## config.mk

```make
export PLATFORM = sky130hd
export DESIGN_NAME = instr_sequencer
export DESIGN_NICKNAME = d
export VERILOG_FILES = /design/src/rtl/seq_pkg.sv /design/src/rtl/debounce.sv /design/src/rtl/instr_sequencer.sv
export SDC_FILE = /design/constraint.sdc
export NUM_CORES = 1
export LEC_CHECK = 0
export ABC_AREA = 1
export CAP_MARGIN = 10
export CORE_MARGIN = 8
export CORE_UTILIZATION = 30
export CTS_CLUSTER_SIZE = 12
export DETAILED_ROUTE_END_ITERATION = 7
export GPL_TIMING_DRIVEN = 0
export PLACE_DENSITY = 0.56
export SLEW_MARGIN = 5
export SYNTH_ARGS = -nofsm -noshare
export SYNTH_HDL_FRONTEND = slang
export SYNTH_SLANG_ARGS = --single-unit
```

## constraint.sdc

```tcl
create_clock -name clk -period 1.6 [get_ports clk]
set_clock_uncertainty 0.05 [all_clocks]
set_input_delay 0.24 -clock clk [delete_from_list [all_inputs] [get_ports clk]]
set_output_delay 0.24 -clock clk [all_outputs]
set_load 0.01 [all_outputs]
```

## src/rtl/seq_pkg.sv

```systemverilog
// Shared definitions for the instruction sequencer: state encoding and the
// opcode field carried in the low nibble of every program word.
package seq_pkg;

    typedef logic [2:0] state_t;

    localparam state_t ST_IDLE  = 3'd0;
    localparam state_t ST_LOAD  = 3'd1;
    localparam state_t ST_ISSUE = 3'd2;
    localparam state_t ST_WAIT  = 3'd3;
    localparam state_t ST_GAP   = 3'd4;

    // Opcode occupies instruction bits [3:0].
    localparam int         OP_LSB   = 0;
    localparam int         OP_W     = 4;
    localparam logic [3:0] OP_NOP   = 4'h0;
    localparam logic [3:0] OP_LOAD  = 4'h1;
    localparam logic [3:0] OP_STORE = 4'h2;
    localparam logic [3:0] OP_ADD   = 4'h3;
    localparam logic [3:0] OP_MUL   = 4'h4;
    localparam logic [3:0] OP_HALT  = 4'hF;

endpackage

```

## src/rtl/debounce.sv

```systemverilog
// Button conditioner: 2-flop synchroniser on the raw active-low input, then a
// stability down-counter; emits a one-cycle pulse when the debounced level rises.
module debounce #(
    parameter int DEB_CYCLES = 50000
) (
    input  logic clk,
    input  logic rst_n,
    input  logic btn_n,
    output logic press
);
    localparam int CW = (DEB_CYCLES > 1) ? $clog2(DEB_CYCLES) : 1;
    localparam logic [CW-1:0] RELOAD = CW'(DEB_CYCLES - 1);

    logic [1:0]    sync;
    logic [CW-1:0] cnt;
    logic          level;
    logic          level_d;

    // The level only flips after DEB_CYCLES consecutive disagreeing samples.
    always_ff @(posedge clk or negedge rst_n) begin
        if (!rst_n) begin
            sync    <= 2'b00;
            cnt     <= RELOAD;
            level   <= 1'b0;
            level_d <= 1'b0;
        end else begin
            sync    <= {sync[0], ~btn_n};
            level_d <= level;
            if (sync[1] == level) begin
                cnt <= RELOAD;
            end else if (cnt == '0) begin
                level <= sync[1];
                cnt   <= RELOAD;
            end else begin
                cnt <= cnt - 1'b1;
            end
        end
    end

    assign press = level & ~level_d;

endmodule

```

## src/rtl/instr_sequencer.sv

```systemverilog
// Steps through a ROM program image and hands words to a coprocessor with an
// exec/done handshake and timeout. Auto-run is built in when SEQ_AUTORUN_EN is defined.
//
// state | meaning
// IDLE  | waiting for a button event (or auto-run request)
// LOAD  | instr follows the word at idx; registered on exit
// ISSUE | exec strobe, arm the done timeout
// WAIT  | busy, waiting for done or timeout
// GAP   | auto-run spacing before the next word
module instr_sequencer
    import seq_pkg::*;
#(
    parameter int                       INSTR_W     = 22,
    parameter int                       DEPTH       = 21,
    parameter logic [DEPTH*INSTR_W-1:0] PROGRAM     = '0,
    parameter int                       DEB_CYCLES  = 50000,
    parameter int                       TIMEOUT_CYC = 1024,
    parameter int                       GAP_CYC     = 16
) (
    input  logic                       clk,
    input  logic                       rst_n,
    input  logic                       btn_step_n,
    input  logic                       btn_exec_n,
    input  logic                       mode_auto,
    input  logic                       done,
    output logic [INSTR_W-1:0]         instr,
    output logic                       exec,
    output logic [$clog2(DEPTH)-1:0]   idx,
    output logic                       busy,
    output logic                       err,
    output logic                       prog_end
);
    localparam int IW = $clog2(DEPTH);
    localparam int TW = (TIMEOUT_CYC > 1) ? $clog2(TIMEOUT_CYC) : 1;
    localparam logic [IW-1:0] LAST     = IW'(DEPTH - 1);
    localparam logic [TW-1:0] TMR_LOAD = TW'(TIMEOUT_CYC - 1);

    state_t             st;
    logic [INSTR_W-1:0] instr_q;
    logic [TW-1:0]      tmr;
    logic               booted;
    logic               step_ev;
    logic               exec_ev;
    logic [IW-1:0]      idx_nxt;

    debounce #(.DEB_CYCLES(DEB_CYCLES)) u_deb_step (
        .clk(clk), .rst_n(rst_n), .btn_n(btn_step_n), .press(step_ev)
    );
    debounce #(.DEB_CYCLES(DEB_CYCLES)) u_deb_exec (
        .clk(clk), .rst_n(rst_n), .btn_n(btn_exec_n), .press(exec_ev)
    );

    function automatic logic [INSTR_W-1:0] word_at(input logic [IW-1:0] i);
        return PROGRAM[int'(i)*INSTR_W +: INSTR_W];
    endfunction

    assign idx_nxt = (idx == LAST) ? '0 : idx + 1'b1;

`ifdef SEQ_AUTORUN_EN
    localparam int GW = (GAP_CYC > 1) ? $clog2(GAP_CYC) : 1;
    localparam logic [GW-1:0] GAP_LOAD = GW'(GAP_CYC - 1);
    logic [GW-1:0] gap;
    logic          running;
    logic          prog_end_q;
`endif

    always_ff @(posedge clk or negedge rst_n) begin
        if (!rst_n) begin
            st      <= ST_IDLE;
            idx     <= '0;
            instr_q <= '0;
            tmr     <= '0;
            err     <= 1'b0;
            booted  <= 1'b0;
`ifdef SEQ_AUTORUN_EN
            gap        <= '0;
            running    <= 1'b0;
            prog_end_q <= 1'b0;
`endif
        end else begin
`ifdef SEQ_AUTORUN_EN
            if (!mode_auto) prog_end_q <= 1'b0;
`endif
            case (st)
                ST_IDLE: begin
                    if (!booted) begin
                        st <= ST_LOAD;
`ifdef SEQ_AUTORUN_EN
                    end else if (mode_auto && !prog_end_q) begin
                        running <= 1'b1;
                        st      <= ST_ISSUE;
`endif
                    end else if (exec_ev) begin
                        st <= ST_ISSUE;
                    end else if (step_ev) begin
                        idx <= idx_nxt;
                        st  <= ST_LOAD;
                    end
                end
                ST_LOAD: begin
                    instr_q <= word_at(idx);
                    booted  <= 1'b1;
`ifdef SEQ_AUTORUN_EN
                    if (running && mode_auto) begin
                        st <= ST_ISSUE;
                    end else begin
                        running <= 1'b0;
                        st      <= ST_IDLE;
                    end
`else
                    st <= ST_IDLE;
`endif
                end
                ST_ISSUE: begin
                    tmr <= TMR_LOAD;
                    st  <= ST_WAIT;
                end
                ST_WAIT: begin
                    if (done) begin
`ifdef SEQ_AUTORUN_EN
                        if (running && idx == LAST) begin
                            prog_end_q <= 1'b1;
                            running    <= 1'b0;
                            st         <= ST_IDLE;
                        end else if (running && mode_auto) begin
                            gap <= GAP_LOAD;
                            st  <= ST_GAP;
                        end else begin
                            running <= 1'b0;
                            st      <= ST_IDLE;
                        end
`else
                        st <= ST_IDLE;
`endif
                    end else if (tmr == '0) begin
                        err <= 1'b1;
`ifdef SEQ_AUTORUN_EN
                        running <= 1'b0;
`endif
                        st <= ST_IDLE;
                    end else begin
                        tmr <= tmr - 1'b1;
                    end
                end
`ifdef SEQ_AUTORUN_EN
                ST_GAP: begin
                    if (gap == '0) begin
                        idx <= idx + 1'b1;
                        st  <= ST_LOAD;
                    end else begin
                        gap <= gap - 1'b1;
                    end
                end
`endif
                default: st <= ST_IDLE;
            endcase
        end
    end

    // New word is visible during LOAD itself, so it lands one cycle after the event.
    assign instr = (st == ST_LOAD) ? word_at(idx) : instr_q;
    assign exec  = (st == ST_ISSUE);
    assign busy  = (st == ST_WAIT);

`ifdef SEQ_AUTORUN_EN
    assign prog_end = prog_end_q;
`else
    logic unused_cfg;
    assign unused_cfg = ^{mode_auto, GAP_CYC[0], ST_GAP};
    assign prog_end   = 1'b0;
`endif

endmodule

```

==> out/results.tsv <==
metric	value	unit
final hold violation count	0	
CTS max path bufs	2	
Wirelength per Cell	11.6	microns
static leakage	2.50	nW
ys async rst share	100	%
status	finished with violations	
largest area contributor in the netlist	dfrtp_1	
HP Class	register to register	
Switching Fraction	22.0	%
DIE AREA	16800	sq um
largest family of logic cells by synthesized area	simple AND/OR/NAND/NOR gates	
crit end category	output pin	
sequential area share after synthesis	53.0	%
top-area cell type share of the netlist area	40.8	%
GRT Util Overall	10.3	%
mux cell area share after synthesis	0	%
final max-slew violation count	0	
Distinct cells, synth	33	
FMAX	0.597	GHz
average vias per placed instance	4.35	
Layout Nets	532	
Avg Cell Area, Syn	8.45	sq um
final setup fails	12	
Clock Latency Late Sink	0.34	ns
post-synthesis adder-cell area fraction	2.59	%
Routed Antenna Nets	0	
die extent in x	129	microns
simple-gate share of the synthesized area	30.5	%
Clock Sinks	81	
diode count	0	
CTS tree	yes	
num ports	37	
cells taking the most area after synthesis	dfrtp_1 41%, dfstp_2 12%, nand2_1 9.4%	
core area	12600	sq um
layout cell share with drive strength beyond 1	26.8	%
Synth Area in Compound Gates	2.23	%
vias	3024	
failing checks	setup timing	
WS Path Type	register to output pin	
clk root buf	clkbuf_16	
total internal power	3.52	mW
Post-Route WL	8060	microns
maxcap violations	0	
Layout area overhead	30.8	%
predominant post-synthesis flop cell	dfrtp_1	
first-pass GRT wire length	14000	microns
Crit path required time	1.31	ns
pre-CTS setup slack	-0.404	ns
Die Span Y	129	microns
number of synthesized flops with an enable pin	0	
post-route setup slack	-0.0742	ns
Synthesized Nets	471	
PortBufs	34	
most used standard cell by instance count after synthesis	nand2_1	
total power	4.51	mW
post-synthesis xor/xnor area fraction	4.31	%
grt ovf	0	
TritonRoute pass-1 iters	4	
vias in the first global route	3017	
WP data arrival	1.38	ns
critical path startpoint category	register	
#FFs+latches synth	81	
DPL Wire Length	5500	microns
sequential power share	46.2	%
largest net degree at the start of global routing	52	
Clk network pwr share	50.9	%
post-synth design cell area	3860	sq um
Gate Count Post-Synth	457	
min Tclk post-route	1.67	ns
Num CTS Buffers	9	
# DRC	0	
sw power	993	uW
H-tree Lvls	3	
Final GP Congestion	0.805	
initial antenna violation count	0	
Non-Filler Instances	695	
first-iteration detailed-routing DRC count	155	
power share of the combinational group	2.8	%
Clock Pin Slew Worst Setup and Hold Paths	0.07	ns
most frequent cells after synthesis	97 x nand2_1, 81 x nor2_1, 63 x dfrtp_1, 60 x inv_1, 48 x nand3_1	
Tcrit/Tclk final	105	%
Peak supply drop	0.000519	V
dpl cells	664	
initial core utilization	30.6	%
Hold Slack	0.298	ns
worst-path fanout max	6	
Rows	41	
RSZ-0062 raised after global routing	yes	
pwr dens	893	nW/um^2
warnings from Yosys	0	
[per-layer routing]
metal / wire length, microns / global-route usage (%)
met1: 3680 / 12.2
met2: 3840 / 16.9
met3: 425 / 3.86
met4: 109 / 3.69
met5: 0 / 0
[per-stage QoR]
stage          cell area (sq um)  TNS, ns  util [%]
2_1_floorplan               3860        0         -
3_3_place_gp                4420  -207.31      35.0
3_5_place_dp                4440    -7.18      35.2
4_1_cts                     4870   -0.903      38.6
5_1_grt                     5050    -1.41      40.1
6_report                    5050   -0.341      40.1
[power by group through the flow]
stage	combinational, mW	clock, mW	sequential, mW
6_report	0.128	2.30	2.09
5_1_grt	0.149	2.47	2.09
4_1_cts	0.134	2.38	2.09
3_5_place_dp	0.131	0	2.12
3_3_place_gp	0.121	0	2.12
2_1_floorplan	0.0532	0	2.12
[final timing paths]
check,start,end,slack (ns),cells after the start
worst max-delay path,st[0],instr[1],-0.07,6
worst min-delay path,u_deb_step.sync[0],u_deb_step.sync[1],0.30,0
worst max register to register,u_deb_step.cnt[0],u_deb_step.cnt[11],0.10,9
worst min register to register,u_deb_step.sync[0],u_deb_step.sync[1],0.30,0
max in group asynchronous,rst_n,u_deb_step.cnt[0],0.52,3
min in group asynchronous,rst_n,u_deb_exec.cnt[4],0.34,2
[registers in the layout, summed over array words and instances, names as in the netlist]
name                count
u_deb_step.level        1
u_deb_exec.level_d      1
u_deb_exec.cnt         16
tmr                    10
err                     1
u_deb_exec.sync         2
u_deb_step.cnt         16
instr_q                22
u_deb_exec.level        1
booted                  1
u_deb_step.level_d      1
st                      2
u_deb_step.sync         2
idx                     5
[layout by cell type, fill, tap and decap left out, drive strengths merged]
| master | instances |
|---|---|
| nor2 | 91 |
| bufinv | 2 |
| a31o | 1 |
| a21oi | 6 |
| dfstp | 18 |
| nand3 | 50 |
| dfrtp | 63 |
| o21bai | 1 |
| dlygate4sd2 | 5 |
| or2 | 3 |
| ha | 8 |
| nand4 | 3 |
| conb | 1 |
| clkinv | 3 |
| inv | 67 |
| buf | 41 |
| nand3b | 3 |
| nor3 | 6 |
| o21ai | 8 |
| dlygate4sd3 | 1 |
| clkbuf | 13 |
| nand2 | 106 |
| clkdlybuf4s50 | 4 |
| xnor2 | 9 |
| xor2 | 10 |
[critical path: stages (launching register included)]
cell	delay (ns)
dfrtp_1	0.42
nand2_4	0.11
inv_8	0.05
buf_8	0.13
buf_6	0.11
nor2_4	0.12
buf_6	0.11
[logic make-up (layout without fill, tap and decap cells)]
| logic type | after synthesis | in the layout |
|---|---|---|
| AOI/OAI and AO/OA | 16 | 16 |
| buffers and inverters | 70 | 136 |
| DFF | 81 | 81 |
| and+or+nand+nor | 262 | 262 |
| adders and majority gates | 8 | 8 |
| other | 1 | 1 |
| xor gates and xnor gates | 19 | 19 |
[area by class of cell]
cell class                 count  area (sq um)
fill                        1304          7560
sequential                    81          2050
multi-input combinational    306          1690
timing repair buffer          50           433
inverter                      65           262
clock buffer                   9           225
tap                          172           215
clock inverter                 7           114
buffer                         5          62.6
[timing repair]
item | CTS | global route
cloned | 1 | 1
setup endpoints to repair | 29 | 42
buffers inserted | 7 | 5
hold buffers | 1 | 0
pin swaps | 1 | 4
gates resized for setup | 124 | 47
endpoints found under the hold margin | 17 | 0
No activity file was read; power rests on OpenSTA's default activity.
==> patch: new RTL, config.mk and constraints unchanged <==
The option `SEQ_AUTORUN_EN` is turned on by a define.
--- a/src/rtl/instr_sequencer.sv
+++ b/src/rtl/instr_sequencer.sv
@@ -7,6 +7,8 @@
 // ISSUE | exec strobe, arm the done timeout
 // WAIT  | busy, waiting for done or timeout
 // GAP   | auto-run spacing before the next word
+`define SEQ_AUTORUN_EN
+
 module instr_sequencer
     import seq_pkg::*;
 #(
Function: changed (a bounded check fails within 4 cycles, from zero or initial values and one cycle with rst_n low).
==> patch against the original RTL <==
  * Count of clock-buffer cells in the layout is the same
  * Worst hold slack is essentially flat
  * Sequential cell count grew 7
  * Area after synthesis grew 11%
  * Design area grew 10%
  * Wire length grew 13%
  * Worst setup slack lost 77 ps
  * Non-clock buffer count grew 12
  * Via count grew 13%
  * The run still ends with setup timing left
Power is not compared: it rests on default switching activity, and its combinational part moved more than twofold at a synthesized area within 25%.
==> patch: results (changes against the original RTL) <==
| Metric | Value |
|---|---|
| Result of the run | finished with violations |
| Violated checks | setup timing |
| Cells after synthesis | 524 (+15%) |
| Vias in the first global route | 3284 (+8.8%) |
| Placed wire-length estimate after detailed placement | 6270 um (+14%) |
| Net Count, Synth | 539 (+14%) |
| Startpoint of the worst setup timing path | st[2]$_DFFE_PN0P_ |
| Cell types occupying the most area after synthesis | sky130_fd_sc_hd__dfrtp_1 (41%), sky130_fd_sc_hd__nand2_1 (12%), sky130_fd_sc_hd__dfstp_2 (11%) |
| Placement Cell Area | 4910 sq um (+11%) |
| Worst-case setup slack after placement | -552 ps (-148 ps) |
| Number of antenna cells inserted | 0 (unchanged) |
| Critical path fanouts, max | 10 (+4) |
| Non-clock buffer count in the final layout | 67 (+22%) |
| First-pass GRT wire length | 15100 um (+8.1%) |
| Met2 wire len | 4440 um (+16%) |
| Detailed route wirelength on metal3 | 306 um (-28%) |
| Number of flip-flops and latches in the synthesized netlist | 88 (+8.6%) |
| Number of non-clock inverters | 83 (+28%) |
| Largest stage delay, worst path | 400 ps (-20 ps) |
| Number of input and output port buffers inserted | 36 (+5.9%) |
| Post-synth top cells | sky130_fd_sc_hd__nand2_1 (134), sky130_fd_sc_hd__inv_1 (80), sky130_fd_sc_hd__nor2_1 (76), sky130_fd_sc_hd__dfrtp_1 (70), sky130_fd_sc_hd__nand3_1 (47) |
| # fillers | 1362 (+4.4%) |
| Post-detailed-route via-to-cell ratio | 4.36 (+0.27%) |
| Met3 GRT Util | 0.0223 (-0.0164) |
| Sequential cell area | 2230 sq um (+8.7%) |
| Start of the worst register-to-register path | tmr[1]$_DFFE_PN0P_ |
| Setup-failing EPs final | 23 (+11) |
| Number of optimization iterations in the first detailed-route pass | 5 (+1) |
| Max-slew headroom at the worst pin | 0.740 |
| Final-layout setup total negative slack | -2950 ps (-2610 ps) |
| Area used by multi-input combinational logic | 1880 sq um (+11%) |
| Buffering overhead | 0.108 (+0.00980) |
| Number of distinct library cell variants in the gate-level netlist after synthesis | 30 (-9.1%) |
| Share of cells above drive strength 1 | 0.270 (+0.00263) |
| Met1 wire length | 4250 um (+15%) |
| Via count | 3416 (+13%) |
| Largest net degree at the start of global routing | 66 (+27%) |
| Nets | 613 (+15%) |
| Synthesis warning total | 0 (unchanged) |
| Worst Reg-to-Reg Cells | 10 (+1) |
| Sum of routed wire length over all layers | 9140 um (+13%) |
| Final-layout clock-cell area share | 0.0546 (-0.0125) |
| Placed Instances | 741 (+12%) |
| Final WS setup | -152 ps (-77.4 ps) |
| Sequential fraction of the synthesis area | 0.517 (-0.0133) |
| Fraction of registers with async set/reset | 1.00 (unchanged) |
| Drt first-iter violations | 170 (+9.7%) |
| Met1 usage in global routing | 0.123 (+0.000670) |
| Routability congestion estimate | 0.810 (+0.58%) |
| Multi-input combinational cell count | 349 (+14%) |
| Worst hold path class | in2async |
| Global-route usage over all layers | 0.101 (-0.00230) |
==> patch: repair_timing <==
action	CTS	global route
cloned	0	3
endpoints found under the hold margin	19	0
pin swaps	2	11
endpoints found under the setup margin	46	63
resized for setup	134	59
hold buffers	1	0
setup buffers	8	14
==> patch: logic make-up after synthesis <==
family                     synth area share
DFF                                   0.517
AOI/OAI and AO/OA                    0.0454
and+or+nand+nor                       0.284
xor gates and xnor gates             0.0428
adders and majority gates            0.0262
buffers and inverters                0.0844
==> patch: worst paths after layout <==
kind	to	slack, ps
hold reg to reg	u_deb_exec.sync[1]$_DFF_PN0_	300
min in group clk	u_deb_exec.sync[1]$_DFF_PN0_	300
max in group asynchronous	u_deb_step.cnt[6]$_DFF_PN1_	530
hold / removal	u_deb_exec.cnt[11]$_DFF_PN0_	300
setup reg to reg	tmr[9]$_DFFE_PN0P_	40
setup / recovery	instr[13]	-150
==> patch: critical path, delay by kind of cell, from the launching register on <==
kind	cells	cell delay (ps)
flops	1	400
buf+inv	5	480
simple gates	3	250
